===== src/rtl/ram_loader_pkg.sv =====
`default_nettype none
// ============================================================================
// Module      : ram_loader_pkg
// Description : Shared widths and FSM state encoding for the stream-to-RAM
//               loader.
// Revision    : 1.0 - initial release
// ============================================================================
package ram_loader_pkg;

    localparam int c_ADDR_W = 12;
    localparam int c_DATA_W = 8;

    typedef enum logic [1:0] {
        ST_IDLE   = 2'd0,
        ST_LOAD   = 2'd1,
        ST_VERIFY = 2'd2,
        ST_DONE   = 2'd3
    } state_t;

endpackage
`default_nettype wire


===== src/rtl/ram_loader.sv =====
`default_nettype none
// ============================================================================
// Module      : ram_loader
// Description : Streams bytes into an external RAM, then reads the range back
//               and compares the readback sum against the write checksum.
// Revision    : 1.0 - initial release
// ============================================================================
module ram_loader
    import ram_loader_pkg::*;
#(
    parameter int ADDR_W = c_ADDR_W,
    parameter int DATA_W = c_DATA_W
) (
    input  logic              clk,
    input  logic              rst,
    input  logic              start,
    input  logic [ADDR_W-1:0] base_addr,
    input  logic [ADDR_W:0]   length,
    input  logic [DATA_W-1:0] s_data,
    input  logic              s_valid,
    output logic              s_ready,
    output logic [ADDR_W-1:0] mem_addr,
    output logic [DATA_W-1:0] mem_din,
    output logic              mem_we,
    input  logic [DATA_W-1:0] mem_dout,
    output logic              busy,
    output logic              done,
    output logic [DATA_W-1:0] checksum,
    output logic              err
);

    localparam logic [ADDR_W:0] c_CNT_ONE  = {{ADDR_W{1'b0}}, 1'b1};
    localparam logic [ADDR_W:0] c_CNT_ZERO = '0;

    state_t             r_state;
    state_t             w_state_nxt;
    logic [ADDR_W-1:0]  r_base;
    logic [ADDR_W:0]    r_len;
    logic [ADDR_W:0]    r_idx;
    logic [DATA_W-1:0]  r_checksum;
    logic [DATA_W-1:0]  r_rdsum;
    logic               r_err;

    logic               w_accept;
    logic               w_xfer;
    logic               w_last;
    logic [DATA_W-1:0]  w_rdsum_nxt;

    // idx is one bit wider than the address so it can be compared with length
    assign w_last      = (r_idx == (r_len - c_CNT_ONE));
    assign w_accept    = (r_state == ST_IDLE) && start;
    assign w_rdsum_nxt = r_rdsum + mem_dout;

    assign mem_addr = r_base + r_idx[ADDR_W-1:0];
    assign mem_din  = s_data;
    assign checksum = r_checksum;
    assign err      = r_err;

    always_ff @(posedge clk) begin
        if (rst) begin
            r_state <= ST_IDLE;
        end else begin
            r_state <= w_state_nxt;
        end
    end

    always_comb begin
        w_state_nxt = r_state;
        s_ready     = 1'b0;
        mem_we      = 1'b0;
        busy        = 1'b1;
        done        = 1'b0;
        w_xfer      = 1'b0;
        case (r_state)
            ST_IDLE: begin
                busy = 1'b0;
                if (start) begin
                    w_state_nxt = (length == c_CNT_ZERO) ? ST_DONE : ST_LOAD;
                end
            end
            ST_LOAD: begin
                s_ready = 1'b1;
                if (s_valid) begin
                    w_xfer = 1'b1;
                    mem_we = 1'b1;
                    if (w_last) begin
                        w_state_nxt = ST_VERIFY;
                    end
                end
            end
            ST_VERIFY: begin
                if (w_last) begin
                    w_state_nxt = ST_DONE;
                end
            end
            ST_DONE: begin
                done        = 1'b1;
                w_state_nxt = ST_IDLE;
            end
            default: begin
                w_state_nxt = ST_IDLE;
            end
        endcase
    end

    always_ff @(posedge clk) begin
        if (rst) begin
            r_base     <= '0;
            r_len      <= '0;
            r_idx      <= '0;
            r_checksum <= '0;
            r_rdsum    <= '0;
            r_err      <= 1'b0;
        end else if (w_accept) begin
            r_base     <= base_addr;
            r_len      <= length;
            r_idx      <= '0;
            r_checksum <= '0;
            r_rdsum    <= '0;
            r_err      <= 1'b0;
        end else begin
            case (r_state)
                ST_LOAD: begin
                    if (w_xfer) begin
                        r_checksum <= r_checksum + s_data;
                        r_idx      <= w_last ? c_CNT_ZERO : (r_idx + c_CNT_ONE);
                    end
                end
                ST_VERIFY: begin
                    // The final readback word is folded in on the same edge the compare is made
                    r_rdsum <= w_rdsum_nxt;
                    if (w_last) begin
                        r_idx <= '0;
                        r_err <= (w_rdsum_nxt != r_checksum);
                    end else begin
                        r_idx <= r_idx + c_CNT_ONE;
                    end
                end
                default: begin
                end
            endcase
        end
    end

endmodule
`default_nettype wire

===== config.mk =====
export PLATFORM = sky130hd
export DESIGN_NAME = ram_loader
export DESIGN_NICKNAME = d
export VERILOG_FILES = /design/src/rtl/ram_loader_pkg.sv /design/src/rtl/ram_loader.sv
export SDC_FILE = /design/constraint.sdc
export NUM_CORES = 1
export LEC_CHECK = 0
export ABC_AREA = 1
export BUFFER_PORTS_ARGS = -buffer_cell sky130_fd_sc_hd__buf_4
export CORE_ASPECT_RATIO = 0.75
export CORE_UTILIZATION = 43
export DETAILED_ROUTE_END_ITERATION = 10
export PLACE_DENSITY = 0.64
export SKIP_LAST_GASP = 1
export SLEW_MARGIN = 20
export SYNTH_ARGS = -nofsm -noshare
export SYNTH_HDL_FRONTEND = slang
export SYNTH_SLANG_ARGS = --single-unit

===== constraint.sdc =====
create_clock -name clk -period 2.36 [get_ports clk]
set_input_delay 0 -clock clk [delete_from_list [all_inputs] [get_ports clk]]
set_output_delay 0 -clock clk [all_outputs]
set_load 0.01 [all_outputs]

==> run_results.csv, run 1 <==
group,metric,value,unit
cts,tritoncts_clock_tree,"yes",
yosys,async_set_or_reset_register_ratio_after_synthesis,0,%
yosys,yosys.area.top_type_share,28.34,%
worst_setup_path,worstSetupPathType,"flip-flop to primary output",
yosys,synth.area.top_cells,"sky130_fd_sc_hd__dfxtp_1 (28%), sky130_fd_sc_hd__nand2_1 (11%), sky130_fd_sc_hd__ha_1 (9.9%)",
worst_setup_path,worst_ep_required_time,2.36,ns
final_layout,drive_above_1_share,17.63,%
outcome,run_status,"finished, violations left",
timing,layout_min_cycle_time,2.277,ns
worst_setup_path,timing.reg2reg.setup_slack,0.19,ns
routing,remaining_drc_errors,0,
power,total_leakage_power,0.002621,µW
yosys,synth_top_cell_by_area,"sky130_fd_sc_hd__dfxtp_1",
floorplanning,floorplan.rows,30,
timing,tightest_slew,0.7020,ns
power,fin_total_pwr,4569,µW
routing,wirelength,10230,µm
power,power-per-cell-area,876.6,nW/µm²
worst_setup_path,arrival,2.28,ns
routing,first_iter_violations,195,
final_layout,flow.area_growth_from_synthesis,29.46,%
yosys,synth_edf_count,0,
floorplanning,design.portCount,78,
cts,library_cell_used_as_clock_root_buffer,"sky130_fd_sc_hd__clkbuf_16",
timing,rsz0062_at_grt,"true",
power,comb_power_share,43.8,%
cts,h_tree_level_count,3,
yosys,synth.cells.most_frequent,"sky130_fd_sc_hd__nand2_1 (116), sky130_fd_sc_hd__inv_1 (82), sky130_fd_sc_hd__nor2_1 (70)",
grt,global_route.overflow_total,0,
floorplanning,die_width,113.7,µm
timing,finalMaxSlewViolations,0,
timing,setup_viol,0,
floorplanning,starting_density,44.33,%
yosys,ys.warnings.count,0,
final_layout,insertedDiodeCount,0,
cts,clk_pin_slew_worst_paths,0.05,ns
grt,grt_start_max_net_pins,39,
timing,fmax,0.4392,GHz
yosys,synth-main-ff-cell,"sky130_fd_sc_hd__dfxtp_1",
placed_design,buffer_ports.inserted,77,
placed_design,finalWeightedCongestion,0.9008,
timing,hold_slack,-0.002711,ns
yosys,synthDistinctLibCells,35,
grt,track_usage,21.87,%
yosys,synth_most_common_cell,"sky130_fd_sc_hd__nand2_1",
placed_design,placed_cells_incl_taps,785,
cts,cts_post_setup_buffers_inserted,0,
power,p_int,2764,µW
power,worst_ir_drop_on_vdd,0.0005777,V
cts,cts_inserted_buffers,9,
worst_setup_path,startpoint_type,"flip-flop",
flow_run,maxCapViolCount,0,
power,seq_power_share,28.1,%
yosys,syn_area_per_cell,6.778,µm²
cts,ctsLongestPathBuffers,2,
final_layout,post_layout_nonfiller_instances,820,
worst_setup_path,crit_path_max_fanout,6,
routing,drt-wirelength-per-cell,12.47,µm
cts,clock_latency,0.32,ns
timing,post-route-period-util,96.48,%
routing,dr_vias,3972,
routing,drt.antenna.violating_nets,0,
floorplanning,placeableCoreArea,9084,µm²
cts,numClockSinks,57,
placed_design,place.detailed.hpwl,7815,µm
power,p_sw_share,39.50,%
yosys,ys_seq_area_share,28.34,%
power,clkPwrFrac,28.1,%
power,p_switching,1805,µW
yosys,synth_area,4026,µm²
grt,grt_antenna_before_repair,0,
yosys,netlist_instances,594,
timing,clock_skew,0.005456,ns
routing,avgViaCountPerCell,4.844,
worst_setup_path,endpoint_kind,"primary output",
placed_design,place_worst_setup_slack,0.2195,ns
grt,grt_pass1_wl,16750,µm
final_layout,final_util,57.38,%
routing,detailedRoute.firstPassIterationCount,4,
timing,postLayoutSetupSlackWorst,0.08298,ns
hold_path,holdCritPathClass,"primary input to flip-flop",
timing,timing_hold_violations_final,1,
final_layout,number_of_nets_in_the_layout,767,
outcome,failed_checks,"negative hold slack",
yosys,synth_nets,674,
yosys,ys_ff_latch,57,
floorplanning,dieArea,9758,µm²
floorplanning,die_height,85.80,µm
grt,first_global_vias,3635,
timing,max-slew-margin-rel,53.15,%
==> power by group through the flow <==
stage          logic [µW]  clock network [µW]  registers (µW)
2_1_floorplan        1390                   0            1260
3_3_place_gp         1910                   0            1290
3_5_place_dp         1950                   0            1300
4_1_cts              1990                1300            1280
5_1_grt              2270                1370            1300
6_report             2000                1290            1280
==> what timing repair did <==
| item | CTS | global route |
|---|---|---|
| gates cloned | 0 | 0 |
| hold buffers | 19 | 0 |
| pin swaps | 0 | 3 |
| endpoints found under the setup margin | 1 | 2 |
| endpoints found under the hold margin | 19 | 0 |
| gates resized for setup | 2 | 7 |
==> final timing paths <==
kind                             startpoint     endpoint  cells past startpoint
worst max-delay path               r_idx[0]  mem_addr[8]                     10
worst min-delay path              length[8]     r_len[8]                      3
worst max register to register  checksum[0]  checksum[6]                      9
worst min register to register   r_rdsum[0]   r_rdsum[0]                      2
==> cell type report <==
type / instances / area, µm²
clock inverter: 5 / 55.05
timing repair buffer: 101 / 805.8
inverter: 85 / 319.1
fill: 886 / 3871
multi-input combinational: 433 / 2482
tap: 128 / 160.2
clock buffer: 11 / 242.7
sequential: 57 / 1147
==> kinds of logic after synthesis <==
family	synth area share [%]
AND/OR/NAND/NOR	26.60
flip-flops	28.34
buffers and inverters	10.44
AO/OA/AOI/OAI	15.35
XOR/XNOR	7.831
adder cells (fa/ha/maj)	11.44
==> worst max-delay path, cell delays in order, from the launching register on <==
cell and delay, ns:
sky130_fd_sc_hd__dfxtp_4 0.37, sky130_fd_sc_hd__ha_2 0.19, sky130_fd_sc_hd__inv_1 0.06, sky130_fd_sc_hd__fa_2 0.35, sky130_fd_sc_hd__inv_1 0.10, sky130_fd_sc_hd__a31oi_2 0.11
sky130_fd_sc_hd__o21ai_1 0.22, sky130_fd_sc_hd__a21oi_1 0.09, sky130_fd_sc_hd__o21bai_1 0.17, sky130_fd_sc_hd__xor2_1 0.17, sky130_fd_sc_hd__buf_4 0.14
==> through the flow <==
| step | TNS (ns) | instance area (µm²) |
|---|---|---|
| final | 0 | 5213 |
| after global routing | -0.1007 | 5213 |
| after CTS | 0 | 5190 |
| after detailed placement | 0 | 4701 |
| after global placement | 0 | 4701 |
| after floorplan | 0 | 4026 |
==> registers in the layout, indices dropped and copies added, names as in the netlist <==
name	cells
r_base	12
r_idx	13
checksum	8
r_len	13
err	1
r_rdsum	8
r_state	2
==> cell usage in the layout, fill, tap and decap left out, types with 3 or more instances in the layout <==
master / count
sky130_fd_sc_hd__nand4_1: 6
sky130_fd_sc_hd__nor2_2: 5
sky130_fd_sc_hd__o21bai_1: 3
sky130_fd_sc_hd__nor3_1: 4
sky130_fd_sc_hd__nor2_1: 70
sky130_fd_sc_hd__or2_1: 3
sky130_fd_sc_hd__inv_2: 3
sky130_fd_sc_hd__nand3_1: 29
sky130_fd_sc_hd__nand2_1: 116
sky130_fd_sc_hd__inv_1: 82
sky130_fd_sc_hd__a21o_1: 3
sky130_fd_sc_hd__ha_1: 31
sky130_fd_sc_hd__clkbuf_16: 9
sky130_fd_sc_hd__o21ai_0: 47
sky130_fd_sc_hd__buf_4: 82
sky130_fd_sc_hd__a21oi_1: 50
sky130_fd_sc_hd__nand3b_1: 4
sky130_fd_sc_hd__or2_2: 3
sky130_fd_sc_hd__xnor2_1: 4
sky130_fd_sc_hd__xor2_1: 32
sky130_fd_sc_hd__dlygate4sd3_1: 19
sky130_fd_sc_hd__dfxtp_1: 54
==> per-layer routing <==
| metal | vias up | GRT usage [%] | routed length, µm |
|---|---|---|---|
| met5 | - | 0 | 0 |
| met4 | 0 | 6.100 | 108 |
| met1 | 1757 | 31.86 | 5451 |
| met2 | 111 | 32.65 | 4091 |
| met3 | 10 | 4.170 | 573 |
| li1 | 2094 | - | - |
Note: power is estimated with default switching activity, not from simulation.
==> inputs of run 2 (changes only) <==
ABC_AREA = 0   (was 1)
REMOVE_ABC_BUFFERS = 1   (was default)
==> run_results.csv, run 2 <==
group,metric,value,unit
outcome,run_status,"finished, violations left",
outcome,failed_checks,"negative setup slack",
placed_design,place.detailed.hpwl,7897,µm
final_layout,flow.area_growth_from_synthesis,45.09,%
floorplanning,die_height,85.90,µm
timing,post-route-period-util,100.3,%
worst_setup_path,worst_ep_required_time,2.36,ns
yosys,async_set_or_reset_register_ratio_after_synthesis,0,%
worst_setup_path,cp_num_cells,10,
cts,library_cell_used_as_clock_root_buffer,"sky130_fd_sc_hd__clkbuf_16",
timing,max-slew-margin-rel,36.33,%
final_layout,number_of_nets_in_the_layout,729,
yosys,ys_seq_area_share,28.28,%
floorplanning,placeableCoreArea,9084,µm²
placed_design,buffer_ports.inserted,77,
cts,cts_inserted_buffers,9,
cts,clock_latency,0.33,ns
power,total_leakage_power,0.002473,µW
yosys,synth.area.top_cells,"sky130_fd_sc_hd__dfxtp_1 (28%), sky130_fd_sc_hd__ha_1 (9.9%), sky130_fd_sc_hd__nand2_1 (7.3%)",
power,p_int,2890,µW
grt,track_usage,23.41,%
power,comb_power_share,48.5,%
yosys,synth_edf_count,0,
final_layout,final_cell_mix,"sky130_fd_sc_hd__buf_4 (123), sky130_fd_sc_hd__nand2_1 (79), sky130_fd_sc_hd__dfxtp_1 (50), sky130_fd_sc_hd__a21oi_1 (47), sky130_fd_sc_hd__nor2_1 (36)",
routing,remaining_drc_errors,0,
timing,rsz0062_at_grt,"true",
yosys,yosys.area.top_type_share,28.28,%
floorplanning,design.portCount,78,
final_layout,n_fill_cell,783,
routing,wirelength,11490,µm
cts,numClockSinks,57,
yosys,synth_top_cell_by_area,"sky130_fd_sc_hd__dfxtp_1",
yosys,synth.cells.most_frequent,"sky130_fd_sc_hd__nand2_1 (79), sky130_fd_sc_hd__dfxtp_1 (57), sky130_fd_sc_hd__a21oi_1 (52)",
yosys,synth-main-ff-cell,"sky130_fd_sc_hd__dfxtp_1",
worst_setup_path,slowest_delay,0.35,ns
yosys,ys_ff_latch,57,
routing,detailedRoute.firstPassIterationCount,6,
power,worst_ir_drop_on_vdd,0.0007678,V
floorplanning,dieArea,9780,µm²
worst_setup_path,endpoint_kind,"primary output",
worst_setup_path,cpMaxStageDelayCell,"sky130_fd_sc_hd__dfxtp_4",
power,seq_power_share,25.6,%
hold_path,holdCritPathClass,"primary input to flip-flop",
placed_design,finalWeightedCongestion,0.8990,
cts,h_tree_level_count,3,
floorplanning,die_width,113.9,µm
worst_setup_path,worstSetupPathType,"flip-flop to primary output",
routing,avgViaCountPerCell,5.191,
final_layout,drive_above_1_share,30.63,%
grt,grt_antenna_before_repair,0,
placed_design,place_worst_setup_slack,-0.09852,ns
routing,drt-wirelength-per-cell,14.71,µm
routing,first_iter_violations,209,
worst_setup_path,critPathTopFamily,"compound AO/OA/AOI/OAI gates",
timing,finalMaxSlewViolations,0,
final_layout,layout.cells.most_common,"sky130_fd_sc_hd__buf_4",
power,p_switching,1834,µW
final_layout,insertedDiodeCount,0,
yosys,syn_area_per_cell,7.850,µm²
yosys,netlist_instances,514,
timing,clock_skew,0.009007,ns
power,power-per-cell-area,807.0,nW/µm²
timing,tightest_slew,0.9550,ns
timing,fmax,0.4225,GHz
floorplanning,floorplan.rows,30,
flow_run,maxCapViolCount,0,
grt,grt_pass1_wl,17820,µm
yosys,synth_most_common_cell,"sky130_fd_sc_hd__nand2_1",
cts,tritoncts_clock_tree,"yes",
grt,global_route.overflow_total,0,
final_layout,layout_top_registers,"r_idx x13, r_len x13, r_base x12",
final_layout,post_layout_nonfiller_instances,781,
power,p_sw_share,38.83,%
cts,clk_pin_slew_worst_paths,0.05,ns
routing,dr_vias,4054,
cts,ctsLongestPathBuffers,2,
power,clkPwrFrac,25.9,%
worst_setup_path,timing.critical_path.cells,"ha_4, a21o_1, a21oi_2, o21ai_2, a31oi_2, o21ai_2, o41ai_2, buf_4, xnor2_2, buf_4",
timing,timing.setup.tns,-0.007036,ns
routing,drt.antenna.violating_nets,0,
timing,setup_viol,1,
worst_setup_path,logic_depth_of_the_worst_register_to_register_path,7,
worst_setup_path,critical_path_buf_inv_count,2,
worst_setup_path,crit_path_max_fanout,3,
grt,grt_start_max_net_pins,29,
hold_path,hold-path-cell-count,4,
grt,first_global_vias,3728,
timing,postLayoutSetupSlackWorst,-0.007036,ns
timing,timing_hold_violations_final,0,
yosys,ys.warnings.count,0,
timing,layout_min_cycle_time,2.367,ns
worst_setup_path,arrival,2.37,ns
floorplanning,starting_density,44.42,%
placed_design,placed_cells_incl_taps,728,
worst_setup_path,startpoint_type,"flip-flop",
yosys,synthDistinctLibCells,58,
yosys,synth_area,4035,µm²
-- run 2: cell types whose count changed in the layout (fill, tap and decap cells not counted), sizes merged, moves of 7 or more --
cell   before  now
buf        82  125
inv        85   26
nand2     118   79
nand3      30    8
nor2       76   40
nor2b       0    7
nor3        4   12
o21ai      49   18
xnor2       4   31
xor2       32   16
-- run 2: per-layer routing --
metal / GRT usage, % / wire length [µm] / part of all wire (%) / up-vias
met2: 34.04 / 4964 / 43 / 97
met3: 6.148 / 504 / 4.4 / 18
met5: 0 / 0 / 0 / -
met4: 7.202 / 143 / 1.2 / 0
met1: 33.67 / 5879 / 51 / 1864
li1: - / - / - / 2075
-- run 2: per-stage QoR --
stage	area, µm²	utilization [%]	total power [µW]	hold slack, ns
floorplan	3908	-	2492	0
global placement	4908	54.04	3166	0.1911
detailed placement	4908	54.04	3203	0.1930
CTS	5628	61.96	4528	0.05097
global route	5854	64.45	5019	0.06604
finish	5854	64.45	4724	0.05453
-- run 2: cell families after synthesis --
group | share of synthesized area (%)
compound gates | 18.11
xor+xnor | 10.76
fa+ha+maj | 11.41
buf+inv | 5.581
flops | 28.28
mux | 1.767
simple gates | 24.09
-- run 2: layout make-up --
| type | count | area (µm²) | share of cell area [%] |
|---|---|---|---|
| clock buffer | 13 | 270.3 | 4.616 |
| clock inverter | 2 | 12.51 | 0.2137 |
| inverter | 26 | 97.59 | 1.667 |
| multi-input combinational | 405 | 2963 | 50.61 |
| sequential | 57 | 1155 | 19.73 |
| tap | 128 | 160.2 | 2.736 |
| timing repair buffer | 150 | 1196 | 20.43 |
-- run 2: worst register-to-register path, stage by stage (launching register included) --
cell	delay [ns]
sky130_fd_sc_hd__dfxtp_2	0.31
sky130_fd_sc_hd__or4_4	0.58
sky130_fd_sc_hd__o31a_1	0.35
sky130_fd_sc_hd__nor3_2	0.25
sky130_fd_sc_hd__o21a_4	0.24
sky130_fd_sc_hd__o2111ai_4	0.14
sky130_fd_sc_hd__and3_1	0.21
sky130_fd_sc_hd__a211oi_2	0.19
-- run 2: final timing paths --
check                                  from            to  slack (ns)
worst max-delay path              r_base[1]  mem_addr[11]      -0.007
worst min-delay path            mem_dout[0]    r_rdsum[0]        0.05
worst max register to register     r_len[5]    r_state[1]           0
worst min register to register    r_base[7]     r_base[7]        0.46
-- run 2: power by group through the flow --
stage / combinational [µW] / clock (µW) / sequential (µW)
2_1_floorplan: 1270 / 0 / 1220
3_3_place_gp: 1960 / 0 / 1210
3_5_place_dp: 1990 / 0 / 1210
4_1_cts: 2080 / 1240 / 1200
5_1_grt: 2510 / 1290 / 1220
6_report: 2290 / 1220 / 1210
-- run 2: timing repair --
| action | in CTS | in global routing |
|---|---|---|
| buffers inserted | 10 | 3 |
| setup endpoints to repair | 18 | 12 |
| resized for setup | 29 | 42 |
| hold buffers | 25 | 0 |
| pin swaps | 22 | 31 |
| endpoints found under the hold margin | 25 | 0 |
==> inputs of run 3 (changes only) <==
CTS_BUF_LIST = sky130_fd_sc_hd__clkbuf_4 sky130_fd_sc_hd__clkbuf_8   (was default)
REMOVE_ABC_BUFFERS = default   (was 1)
TNS_END_PERCENT = 30   (was default)
==> run_results.csv, run 3 (synthesis gave the netlist of run 2 again) <==
group,metric,value,unit
cts,numClockSinks,57,
worst_setup_path,timing.critical_path.cells,"ha_4, a21o_1, a21oi_2, o21ai_2, a31oi_2, o21ai_2, o41ai_2, xnor2_1, buf_4",
routing,detailedRoute.firstPassIterationCount,5,
cts,ctsLongestPathBuffers,2,
timing,post-route-period-util,100.7,%
timing,tightest_slew,0.8909,ns
timing,hold_slack,0.04540,ns
cts,tritoncts_clock_tree,"yes",
power,total_leakage_power,0.002368,µW
floorplanning,die_width,113.9,µm
power,p_switching,1780,µW
hold_path,holdCritPathClass,"primary input to flip-flop",
floorplanning,die_height,85.90,µm
power,p_int,2661,µW
grt,first_global_vias,3676,
timing,postLayoutSetupSlackWorst,-0.01718,ns
routing,wirelength,11350,µm
floorplanning,placeableCoreArea,9084,µm²
placed_design,buffer_ports.inserted,77,
routing,drt-wirelength-per-cell,14.76,µm
outcome,run_status,"finished, violations left",
worst_setup_path,slowest_delay,0.36,ns
final_layout,layout.cells.most_common,"sky130_fd_sc_hd__buf_4",
cts,h_tree_level_count,3,
timing,finalMaxSlewViolations,0,
power,worst_ir_drop_on_vdd,0.0007048,V
power,p_sw_share,40.08,%
final_layout,drive_above_1_share,27.93,%
final_layout,layout_top_registers,"r_idx x13, r_len x13, r_base x12",
floorplanning,starting_density,44.42,%
placed_design,place_worst_setup_slack,-0.07766,ns
yosys,synth_nets,594,
floorplanning,design.portCount,78,
power,seq_power_share,27.3,%
cts,clock_latency,0.35,ns
grt,grt_start_max_net_pins,29,
timing,fmax,0.4207,GHz
outcome,failed_checks,"negative setup slack",
placed_design,placed_cells_incl_taps,722,
placed_design,place.detailed.hpwl,8041,µm
worst_setup_path,worstSetupPathType,"flip-flop to primary output",
power,power-per-cell-area,790.4,nW/µm²
grt,track_usage,23.20,%
flow_run,maxCapViolCount,0,
grt,grt_pass1_wl,17660,µm
final_layout,layout.cell_area.non_filler,5619,µm²
routing,first_iter_violations,317,
timing,rsz0062_at_grt,"true",
worst_setup_path,endpoint_kind,"primary output",
grt,grt_antenna_before_repair,0,
power,comb_power_share,49.6,%
timing,setup_viol,1,
final_layout,insertedDiodeCount,0,
worst_setup_path,cp_common_cell,"sky130_fd_sc_hd__o21ai_2",
placed_design,finalWeightedCongestion,0.8892,
cts,cts_inserted_buffers,9,
worst_setup_path,startpoint_type,"flip-flop",
worst_setup_path,arrival,2.38,ns
final_layout,flow.area_growth_from_synthesis,39.26,%
floorplanning,dieArea,9780,µm²
routing,remaining_drc_errors,0,
cts,clk_pin_slew_worst_paths,0.07,ns
grt,global_route.overflow_total,0,
worst_setup_path,crit_path_max_fanout,3,
routing,drt.antenna.violating_nets,0,
routing,avgViaCountPerCell,5.296,
worst_setup_path,cpMaxStageDelayCell,"sky130_fd_sc_hd__dfxtp_4",
timing,layout_min_cycle_time,2.377,ns
timing,clock_skew,0.007825,ns
final_layout,final_cell_mix,"sky130_fd_sc_hd__buf_4 (112), sky130_fd_sc_hd__nand2_1 (79), sky130_fd_sc_hd__dfxtp_1 (51), sky130_fd_sc_hd__a21oi_1 (48), sky130_fd_sc_hd__nor2_1 (40)",
worst_setup_path,worst_ep_required_time,2.36,ns
final_layout,number_of_nets_in_the_layout,716,
timing,timing_hold_violations_final,0,
cts,library_cell_used_as_clock_root_buffer,"sky130_fd_sc_hd__clkbuf_8",
placed_design,placedInstanceArea,4870,µm²
final_layout,post_layout_nonfiller_instances,769,
power,clkPwrFrac,23.1,%
timing,max-slew-margin-rel,40.60,%
routing,dr_vias,4073,
floorplanning,floorplan.rows,30,
==> run 3: cell count changes in the layout (fill, tap and decap cells not counted), sizes merged <==
cell / change
clkbuf: -4
bufinv: +2
buf: -13
clkinv: +3
==> run 3: final timing paths <==
path	from	endpoint	slack (ns)	cells after the start
worst max-delay path	r_idx[1]	mem_addr[11]	-0.02	9
worst min-delay path	rst	r_base[4]	0.05	2
worst max register to register	r_len[2]	r_idx[5]	0.01	8
worst min register to register	r_base[7]	r_base[7]	0.46	2
==> run 3: power groups by stage <==
stage / Clock (µW) / Combinational [µW] / Sequential (µW)
2_1_floorplan: 0 / 1330 / 1210
3_3_place_gp: 0 / 1940 / 1210
3_5_place_dp: 0 / 1980 / 1220
4_1_cts: 1060 / 2040 / 1200
5_1_grt: 1090 / 2420 / 1230
6_report: 1030 / 2200 / 1210
==> run 3: worst max-delay path, delay by kind of cell (launching register included) <==
family / cells / cell delay, ns
fa+ha+maj: 1 / 0.24
xor+xnor: 1 / 0.15
compound gates: 6 / 1.14
flops: 1 / 0.36
buf+inv: 1 / 0.14
==> run 3: per-stage QoR <==
step	utilization, %	setup TNS, ns	total power [µW]
after detailed placement	53.61	-0.07766	3202
after global routing	61.86	-1.079	4742
after global placement	53.61	0	3155
after floorplan	-	0	2548
after CTS	59.45	-0.1013	4294
final	61.86	-0.01718	4441
==> run 3: cell type report <==
type / instances / area [µm²]
clock inverter: 7 / 95.09
sequential: 57 / 1154
fill: 824 / 3465
inverter: 26 / 97.59
tap: 128 / 160.2
multi-input combinational: 405 / 2898
clock buffer: 9 / 123.9
timing repair buffer: 137 / 1091
==> run 3: routing by layer <==
metal | wire length, µm | GRT usage, % | vias up
met4 | 169 | 7.202 | 0
met3 | 698 | 5.442 | 18
met5 | 0 | 0 | -
li1 | - | - | 2037
met2 | 4925 | 34.81 | 129
met1 | 5560 | 32.91 | 1889
==> run 3: what timing repair did <==
action,in CTS,in global routing
pin swaps,7,27
hold buffers,25,0
setup endpoints to repair,4,22
endpoints found under the hold margin,25,0
gates resized for setup,12,39
setup buffers,3,3
